`src/rtl/circle_hit_counter.sv`:
```
// Batch hit counter for sampled (x, y) points: sequences two ADCs, squares each sample on
// a single shared multiply-add unit, and reports how many points fall strictly inside R2.

module mul_add_nat #(
  parameter int N = 8,
  parameter int M = 8
) (
  input  logic [N-1:0]   a,
  input  logic [M-1:0]   b,
  input  logic [N+M-1:0] c,
  output logic [N+M-1:0] p
);
  assign p = {{M{1'b0}}, a} * {{N{1'b0}}, b} + c;
endmodule

module circle_hit_counter #(
  parameter int          W  = 4,
  parameter logic [15:0] R2 = 16'd4097
) (
  input  logic         clock,
  input  logic         reset_,
  output logic         soc,
  input  logic         eoc_x,
  input  logic         eoc_y,
  input  logic [7:0]   x,
  input  logic [7:0]   y,
  output logic         dav_,
  input  logic         rfd,
  output logic [W:0]   hits
);

  typedef enum logic [2:0] {
    S_SOC, S_EOC, S_SQX, S_SQY, S_CMP, S_WRDY, S_DAV, S_ACK
  } state_t;

  state_t       star, star_next;
  logic [7:0]   x_reg, y_reg;
  logic [15:0]  acc, sum;
  logic [W-1:0] cnt;
  logic [W:0]   hits_reg, hits_inc;
  logic [7:0]   sq_in;
  logic [15:0]  sq_add, sq_out;
  logic         hit, last;

  // -128 maps to 128, which still fits the unsigned 8-bit squarer input.
  function automatic logic [7:0] abs8(input logic [7:0] v);
    return v[7] ? (~v + 8'd1) : v;
  endfunction

  always_comb begin
    sq_in  = abs8(x_reg);
    sq_add = 16'd0;
    if (star == S_SQY) begin
      sq_in  = abs8(y_reg);
      sq_add = acc;
    end
  end

  mul_add_nat #(.N(8), .M(8)) u_sq (
    .a (sq_in),
    .b (sq_in),
    .c (sq_add),
    .p (sq_out)
  );

  assign hit      = (sum < R2);
  assign hits_inc = hits_reg + (W+1)'(hit);
  assign last     = (cnt == {W{1'b1}});

  // NOTE: every variable assigned in always_comb gets a default first, otherwise a latch is inferred.
  always_comb begin
    star_next = star;
    case (star)
      S_SOC:   if (!eoc_x && !eoc_y) star_next = S_EOC;
      S_EOC:   if (eoc_x && eoc_y)   star_next = S_SQX;
      S_SQX:   star_next = S_SQY;
      S_SQY:   star_next = S_CMP;
      S_CMP:   star_next = last ? S_WRDY : S_SOC;
      S_WRDY:  if (rfd)  star_next = S_DAV;
      S_DAV:   if (!rfd) star_next = S_ACK;
      S_ACK:   star_next = S_SOC;
      default: star_next = S_SOC;
    endcase
  end

  // NOTE: sequential state uses non-blocking assignments so all registers update from pre-edge values.
  always_ff @(posedge clock) begin
    if (!reset_) begin
      star     <= S_SOC;
      soc      <= 1'b0;
      dav_     <= 1'b1;
      hits     <= '0;
      cnt      <= '0;
      hits_reg <= '0;
    end else begin
      star <= star_next;
      case (star)
        S_SOC: soc <= 1'b1;
        S_EOC: soc <= 1'b0;
        S_CMP: begin
          hits_reg <= hits_inc;
          cnt      <= cnt + W'(1);
          if (last) hits <= hits_inc;
        end
        S_DAV: dav_ <= 1'b0;
        S_ACK: begin
          dav_     <= 1'b1;
          hits_reg <= '0;
        end
        default: ;
      endcase
    end
  end

  // NOTE: datapath registers carry no reset; they are always written before being consumed.
  always_ff @(posedge clock) begin
    if (star == S_EOC && eoc_x && eoc_y) begin
      x_reg <= x;
      y_reg <= y;
    end
    if (star == S_SQX) acc <= sq_out;
    if (star == S_SQY) sum <= sq_out;
  end

endmodule

```
`config.mk`:
```
export PLATFORM = sky130hd
export DESIGN_NAME = circle_hit_counter
export DESIGN_NICKNAME = d
export VERILOG_FILES = /design/src/rtl/circle_hit_counter.sv
export SDC_FILE = /design/constraint.sdc
export NUM_CORES = 1
export LEC_CHECK = 0
export CORE_MARGIN = 2
export CORE_UTILIZATION = 65
export DETAILED_ROUTE_END_ITERATION = 10
export GPL_ROUTABILITY_DRIVEN = 0
export GPL_TIMING_DRIVEN = 0
export PLACE_DENSITY = 0.82
export SLEW_MARGIN = 20
export SYNTH_ARGS = -nofsm -noshare
export SYNTH_HDL_FRONTEND = slang
export SYNTH_HIERARCHICAL = 1
export SYNTH_SLANG_ARGS = --single-unit
```
`constraint.sdc`:
```
create_clock -name clock -period 13.55 [get_ports clock]
set_input_delay 2.71 -clock clock [delete_from_list [all_inputs] [get_ports clock]]
set_output_delay 2.71 -clock clock [all_outputs]
set_load 0.05 [all_outputs]
```
Word level (Yosys, flattened, before mapping)

Index checks and enable logic that the tools add are counted.
W data, S select, Z words.

$add $sub $neg: 5
Multipliers: 1
Divide/modulo/power cells: 0
Order comparisons: 1
Eq/ne operators: 12
Shifts and indexed selects: 0
Multiplexer cells: 13
Bitwise operators: 2
Reductions and logical operators: 12

Operators by type and width:

| cell                   | number |
|---|---|
| $mux W8                | 3 |
| $pmux W3 S8            | 1 |
| $add A16 B16 Y16       | 1 |
| $add A8 B1 Y8 const B  | 2 |
| $lt A16 B13 Y1 const B | 1 |
| $mul A8 B8 Y16         | 1 |
| $mux W16               | 1 |
| $not A8 Y8             | 2 |
| $mux W3                | 5 |
| $eq A3 B3 Y1 const B   | 4 |
| $pmux W5 S2            | 1 |
| $ne A2 B2 Y1 const B   | 4 |
| $eq A3 B2 Y1 const B   | 2 |
| $reduce_bool A2 Y1     | 3 |
| $add A5 B1 Y5          | 1 |
| $add A4 B1 Y4 const B  | 1 |
| $eq A4 B4 Y1 const B   | 1 |
| $logic_and A1 B1 Y1    | 4 |
| $pmux W1 S2            | 2 |
| $reduce_and A4 Y1      | 1 |
| $eq A3 B1 Y1 const B   | 1 |
| $logic_not A3 Y1       | 1 |
| $logic_not A1 Y1       | 2 |
| $reduce_and A2 Y1      | 1 |

Flip-flop bits (word level): 67
Bits in latches: 0
Memory bits (writable): 0
ROM bits: 0
Input port bits: 21
Output and inout bits: 7
Memories: 0

Logic depth before layout (Yosys ltp)

Gate-level depths: netlist of run 1.

Depth in word-level cells: 6
Gate-level depth with buffers: 24
Mapped depth without buffers: 22

Hierarchy

Netlist of run 1, hierarchy kept.

Modules (own cells, without submodules):

| module             | times used | cells each | area each (um^2) | sequential area each (um^2) |
|---|---|---|---|---|
| circle_hit_counter | 1          | 231        | 2,911.5          | 1,821.7 |
| mul_add_nat        | 1          | 319        | 2,600.0          | 0.0 |

Worst setup path before layout of run 1

Ideal clock, no wire load.

Path type: register to register
Start: register star[1]
End: register acc[14], data pin
Arrival time: 5.361 ns
Data required time: 13.288 ns
Path slack: 7.927 ns
Stages on the path, launching flop included: 21
Buffers on the path: 3
Period minus slack after synthesis: 5.623 ns
Cells stage by stage: dfxtp_1 -> buf_2 -> and2b_1 -> and2_1 -> buf_2 -> buf_4 -> o21ai_0 -> nand2_1 -> fa_1 -> inv_1 -> fa_1 -> inv_1 -> fa_1 -> inv_1 -> fa_1 -> ha_1 -> a21oi_1 -> o21ai_1 -> or3_1 -> o21bai_1 -> xnor2_1

Cells in the longest elaborated chain, start to end: 4

RTL lines:

| item                     | RTL line | RTL |
|---|---|---|
| start: declaration       | 36       | `state_t star, star_next;` |
| start signal: assignment | 96       | `star <= star_next;` |
| $eq A3 B2 Y1             | 53       | `if (star == S_SQY) begin` |
| $mux W8                  | 53       |  |
| net sq_in[7]             | 41       | `logic [7:0] sq_in;` |
| $mul A8 B8 Y16           | 13       | `assign p = {{M{1'b0}}, a} * {{N{1'b0}}, b} + c;` |
| $add A16 B16 Y16         | 13       |  |
| net sq_out[14]           | 42       | `logic [15:0] sq_add, sq_out;` |
| end signal: assignment   | 121      | `if (star == S_SQX) acc <= sq_out;` |
| end: declaration         | 38       | `logic [15:0] acc, sum;` |

The timed path passes the listed nets, and every way through them passes these cells.
A chain may end at the register's enable or synchronous reset.

Final worst setup path of run 1

Start: register star[2]
End: register sum[12], data pin

Cells in the longest elaborated chain, start to end: 4

RTL lines:

| item                   | RTL line | RTL |
|---|---|---|
| $eq A3 B2 Y1           | 53       |  |
| $mux W8                | 53       |  |
| net sq_in[1]           | 41       |  |
| $mul A8 B8 Y16         | 13       |  |
| $add A16 B16 Y16       | 13       |  |
| net sq_out[12]         | 42       |  |
| end signal: assignment | 122      | `if (star == S_SQY) sum <= sq_out;` |
| end: declaration       | 38       |  |

The timed path passes the listed nets, and every way through them passes these cells.

==> flow_summary.ini, run 1 <==
[yosys]
ys_types = 57
synthesis.area_um2 = 5510
synthArstFlopShare_pct = 0
ys_seq_elements = 67
synthCells = 550
synth_edf_count = 48
syn_nets = 661
synth_ff_type = edfxtp_1
yosysTopAreaCell = edfxtp_1
synth_seq_area_share_pct = 33.1
synth.top_cells.by_area = edfxtp_1 26%, fa_1 18%, ha_1 9.1%
yosysMostFrequentCell = inv_1
yosys.area.top_type_share_pct = 26.2
synth_common_cells = 101 x inv_1, 51 x nand2_1, 50 x fa_1
ys_warn_count = 6
syn_avg_cell_area_um2 = 10.0

[placement]
port_buffers = 27
post-place-ws_ns = 6.98
dp_hpwl_um = 8230

[floorplan]
die-area_um2 = 9230
rows = 33
ios = 28
start_util_pct = 67.1
core_area_um2 = 8220
die_y_um = 96.1
die_x_um = 96.1

[setup_path]
cp-end-kind = flop
worstPathArrival_ns = 6.53
cpMostUsedCell = fa_1
required_ns = 13.60
worst_path_max_delay_cell = a21oi_1
worstPathMaxFanout = 25
worst_setup_path_start_kind = flop
path_cells = and2b_1, and2_1, buf_2, buf_4, a21oi_1, clkbuf_1, nand2_1, fa_1, inv_1, fa_1, inv_1, fa_1, fa_1, inv_1, ha_1, a21o_1, a21oi_1, a21oi_1, o21ai_0, nand3b_1
cp_slowest_stage_delay_ns = 0.77
crit_type = flop to flop

[layout]
drive_gt1_share_pct = 5.55
multi_input_area_um2 = 3260
layout.area.seq_um2 = 1820
nFillCells = 602
diodes = 0
area_growth_syn_to_layout_pct = 11.1
fin_nets = 701

[hold_path]
holdCritPathClass = flop to flop

[timing]
setup_viol = 0
slew_headroom_pct = 33.7
slew_viol_final = 0
fmax_mhz = 154
timing.final.ws_setup_ns = 7.07
period_share_pct = 47.8
rsz0062_at_grt = false
fin_hold_ws_ns = 0.479
finalSetupTns_ns = 0
skew_ns = 0.00866
finalHoldViolCount = 0
min_period_ns = 6.48
worst_slew_pin_slew_ns = 0.975

[detailed_routing]
drt_iter0_drc = 179
ant_nets = 0
drc = 0
via_per_inst = 5.46
drt-total-wl_um = 10400
vias = 3824
wl_per_cell_um = 14.9
drt-pass1-iter-count = 4

[clocking]
cts_resized = 0
cts_hold_buf = 0
cts_sinks = 67
cts_tree = built
clk_pin_slew_ns = 0.06
worstSkewPairLatency_ns = 0.33
cts.path.max_buffers = 2
post_cts_buffers = 0
cts_root_buf = clkbuf_8
htree_levels = 3
numCtsBuffers = 9

[global_route]
grt_pass1_wl_um = 17600
grt_pass1_vias = 3794
grt_overflow = 0
antenna_found_initial = 0
grt_use_total_pct = 25.2
grt_max_degree = 26

[power]
power_per_cell_area_nw_per_um2 = 98.1
irDropWorstVdd_uv = 93.2
leakagePower_nw = 2.75

[run_status]
status = finished clean

[run]
drv_cap = 0
## per-stage QoR
step | utilization (%) | instance area, um^2 | total power, mW | cells
after floorplan | - | 5510 | 0.409 | 550
after global placement | 72.0 | 5910 | 0.449 | 682
after detailed placement | 72.4 | 5950 | 0.460 | 684
after CTS | 74.5 | 6120 | 0.605 | 700
after global routing | 74.5 | 6120 | 0.642 | 700
final | 74.5 | 6120 | 0.601 | 700
## kinds of logic (layout without fill, tap and decap cells)
logic type	Yosys count	after routing	synth area share, %
muxes	7	7	1.27
xor gates and xnor gates	25	25	3.97
buffers and inverters	116	161	8.24
and+or+nand+nor	176	176	17.4
AOI/OAI and AO/OA	69	69	8.79
adders and majority gates	90	90	27.2
DFF	67	67	33.1
## power by group
| group | switching [mW] | internal [mW] |
|---|---|---|
| clock network | 0.0662 | 0.0763 |
| registers | 0.00226 | 0.240 |
| logic | 0.128 | 0.0876 |
## area by class of cell
cell class | count | area share (%)
inverters | 101 | 6.19
plain buffers | 15 | 1.23
flip-flops and latches | 67 | 29.8
multi-input cells | 367 | 53.2
clock buffers | 14 | 2.66
repair buffers | 29 | 4.66
well taps | 105 | 2.15
clock inverters | 2 | 0.204
## worst max-delay path, delay by kind of cell (launching register included)
kind | cells | cell delay [ns]
AO/OA/AOI/OAI | 5 | 1.54
adder cells (fa/ha/maj) | 5 | 2.42
buffers and inverters | 6 | 0.96
flip-flops | 1 | 0.45
AND/OR/NAND/NOR | 4 | 0.82
## placed cells by master, fill, tap and decap left out, drive strengths merged, types with 3 or more instances in the layout
master | synthesis | layout
a21boi | 7 | 7
a21oi | 17 | 17
and2 | 39 | 39
and3 | 16 | 16
buf | 7 | 9
clkbuf | 8 | 22
clkdlybuf4s50 | 0 | 27
dfxtp | 19 | 19
edfxtp | 48 | 48
fa | 50 | 50
ha | 40 | 40
inv | 101 | 101
mux2i | 7 | 7
nand2 | 51 | 51
nand2b | 5 | 5
nand3 | 12 | 12
nand4 | 3 | 3
nor2 | 17 | 17
nor2b | 10 | 10
nor4 | 5 | 5
o211a | 3 | 3
o21a | 6 | 6
o21ai | 16 | 16
o2bb2ai | 3 | 3
or3 | 3 | 3
xnor2 | 17 | 17
xor2 | 8 | 8
## layer usage
| metal | vias to the layer above | track usage [%] | wire length, um |
|---|---|---|---|
| met5 | - | 0 | 0 |
| met4 | 0 | 5.48 | 84 |
| met3 | 11 | 4.46 | 455 |
| met2 | 97 | 43.7 | 5320 |
| met1 | 1834 | 33.3 | 4580 |
| li1 | 1882 | - | - |
## path summary, 6_finish.rpt
| kind | cells past startpoint | endpoint | startpoint | slack, ns |
|---|---|---|---|---|
| min reg2reg | 2 | dav_$_SDFFE_PN1P_ | dav_$_SDFFE_PN1P_ | 0.48 |
| max | 20 | sum[12]$_DFFE_PP_ | star[2]$_SDFFE_PN0P_ | 7.07 |
| min | 2 | dav_$_SDFFE_PN1P_ | dav_$_SDFFE_PN1P_ | 0.48 |
| max reg2reg | 20 | sum[12]$_DFFE_PP_ | star[2]$_SDFFE_PN0P_ | 7.07 |
Power figures use the tool's default switching activity.
==> run 2, diff against run 1 <==
- CORE_UTILIZATION: 65 -> 56
- PLACE_DENSITY: 0.82 -> 0.75
- clock period: 13.55 -> 5.45 ns (I/O delays scaled with it)
==> run 2 against run 1 <==
  * First-iteration DRC count increased by 46%
  * Clock skew increased by 0.0018 ns
  * Total power increased to 2.7 times the previous value
  * Worst setup slack got worse by 7.0 ns
  * Count of clock-buffer cells in the layout decreased by 3
  * Critical path depth increased by 3
  * Critical endpoint is now acc[15]$_DFFE_PP_
  * Largest power group is now combinational cells
==> flow_summary.ini, run 2 (same netlist as run 1, synthesis figures left out) <==
[detailed_routing]
ant_nets = 0
drt-total-wl_um = 12300
vias = 4108
wl_per_cell_um = 16.1
via_per_inst = 5.38
drt-pass1-iter-count = 4
drt_iter0_drc = 261
drc = 0

[global_route]
antenna_found_initial = 0
grt_pass1_wl_um = 18000
grt_overflow = 0
grt_pass1_vias = 3926
grt_use_total_pct = 22.0
grt_max_degree = 27

[clocking]
cts.path.max_buffers = 2
clk_pin_slew_ns = 0.07
cts_root_buf = clkbuf_8
worstSkewPairLatency_ns = 0.33
numCtsBuffers = 9
cts_sinks = 67
cts_tree = built
htree_levels = 3

[power]
power_per_cell_area_nw_per_um2 = 230
irDropWorstVdd_uv = 195
power_mw = 1.61
leakagePower_nw = 3.04

[layout]
area_growth_syn_to_layout_pct = 26.7
nFillCells = 689
layout_common_cells = 92 x inv_1, 48 x edfxtp_1, 47 x fa_1
instances_no_fill = 764
diodes = 0
drive_gt1_share_pct = 20.0
fin_area_um2 = 6980
fin_nets = 737
final_common_cell = inv_1

[timing]
timing.final.ws_setup_ns = 0.0530
fmax_mhz = 185
finalHoldViolCount = 0
rsz0062_at_grt = true
slew_viol_final = 0
skew_ns = 0.0105
slew_headroom_pct = 43.2
min_period_ns = 5.40
worst_slew_pin_slew_ns = 0.848
finalSetupTns_ns = 0
setup_viol = 0
period_share_pct = 99.0

[placement]
post-place-ws_ns = -0.989
dp_hpwl_um = 8000
port_buffers = 27
place_area_um2 = 5970
place_inst = 710

[setup_path]
worst_setup_path_start_kind = flop
cp-end-kind = flop
required_ns = 5.52
worstPathMaxFanout = 5
crit_type = flop to flop
worstPathArrival_ns = 5.46

[run_status]
status = finished clean

[floorplan]
core_area_um2 = 9680
rows = 36
die-area_um2 = 10700
die_y_um = 103
ios = 28
start_util_pct = 56.9
die_x_um = 103

[hold_path]
holdCritPathClass = flop to flop

[run]
drv_cap = 0
## run 2: cell count changes in the layout (fill, tap and decap cells not counted), sizes merged
cell and delta:
buf +32, clkinv +4, clkinvlp -1, o21ai +1
## run 2: final cells by class
type | instances | area, um^2 | share of cell area (%)
timing repair buffer | 66 | 709 | 10.2
inverter | 101 | 379 | 5.43
tap | 133 | 166 | 2.38
clock inverter | 5 | 20.0 | 0.287
multi-input combinational | 368 | 3650 | 52.3
clock buffer | 11 | 131 | 1.88
sequential | 67 | 1820 | 26.1
buffer | 13 | 98.8 | 1.42
## run 2: final timing paths
check                           from                end  slack [ns]  cells after the start
hold reg to reg    dav_$_SDFFE_PN1P_  dav_$_SDFFE_PN1P_        0.48                      2
hold / removal     dav_$_SDFFE_PN1P_  dav_$_SDFFE_PN1P_        0.48                      2
setup / recovery  x_reg[1]$_DFFE_PP_  acc[15]$_DFFE_PP_        0.05                     23
setup reg to reg  x_reg[1]$_DFFE_PP_  acc[15]$_DFFE_PP_        0.05                     23
## run 2: per-layer routing
| metal | vias up | wire (um) | part of all wire [%] | GRT usage, % |
|---|---|---|---|---|
| li1 | 1958 | - | - | - |
| met5 | - | 0 | 0 | 0 |
| met1 | 2025 | 5300 | 43 | 28.6 |
| met3 | 24 | 455 | 3.7 | 3.16 |
| met2 | 101 | 6310 | 51 | 37.4 |
| met4 | 0 | 244 | 2.0 | 8.70 |
## run 2: metrics by stage
| step | hold slack, ns | util, % |
|---|---|---|
| floorplan | 0.469 | - |
| global placement | 0.454 | 61.5 |
| detailed placement | 0.464 | 61.6 |
| CTS | 0.480 | 67.2 |
| global route | 0.502 | 72.1 |
| finish | 0.477 | 72.1 |
## run 2: timing repair
| action | in CTS | in global routing |
|---|---|---|
| gates cloned | 1 | 3 |
| endpoints found under the hold margin | 0 | 0 |
| buffers inserted | 19 | 17 |
| setup endpoints to repair | 24 | 16 |
| hold buffers | 0 | 0 |
| pin swaps | 5 | 44 |
| resized for setup | 33 | 61 |
## run 2: critical path: stages, from the launching register on
cell and delay (ns):
edfxtp_1 0.41, inv_2 0.11, ha_4 0.15, nand2b_4 0.06, buf_4 0.14, o21a_4 0.23
xnor2_4 0.17, mux2i_4 0.10, buf_12 0.15, clkbuf_16 0.14, buf_4 0.14, and2_1 0.15
fa_2 0.35, fa_1 0.53, fa_1 0.54, inv_2 0.04, fa_1 0.49, inv_2 0.05
ha_4 0.29, o21a_1 0.13, o31a_4 0.18, o2111ai_2 0.15, a31o_1 0.27, xnor2_2 0.16
## run 2: report_power, final
| part | switching, mW | internal, mW |
|---|---|---|
| clock network | 0.169 | 0.158 |
| logic | 0.370 | 0.306 |
| registers | 0.00705 | 0.598 |
| total | 0.546 | 1.06 |
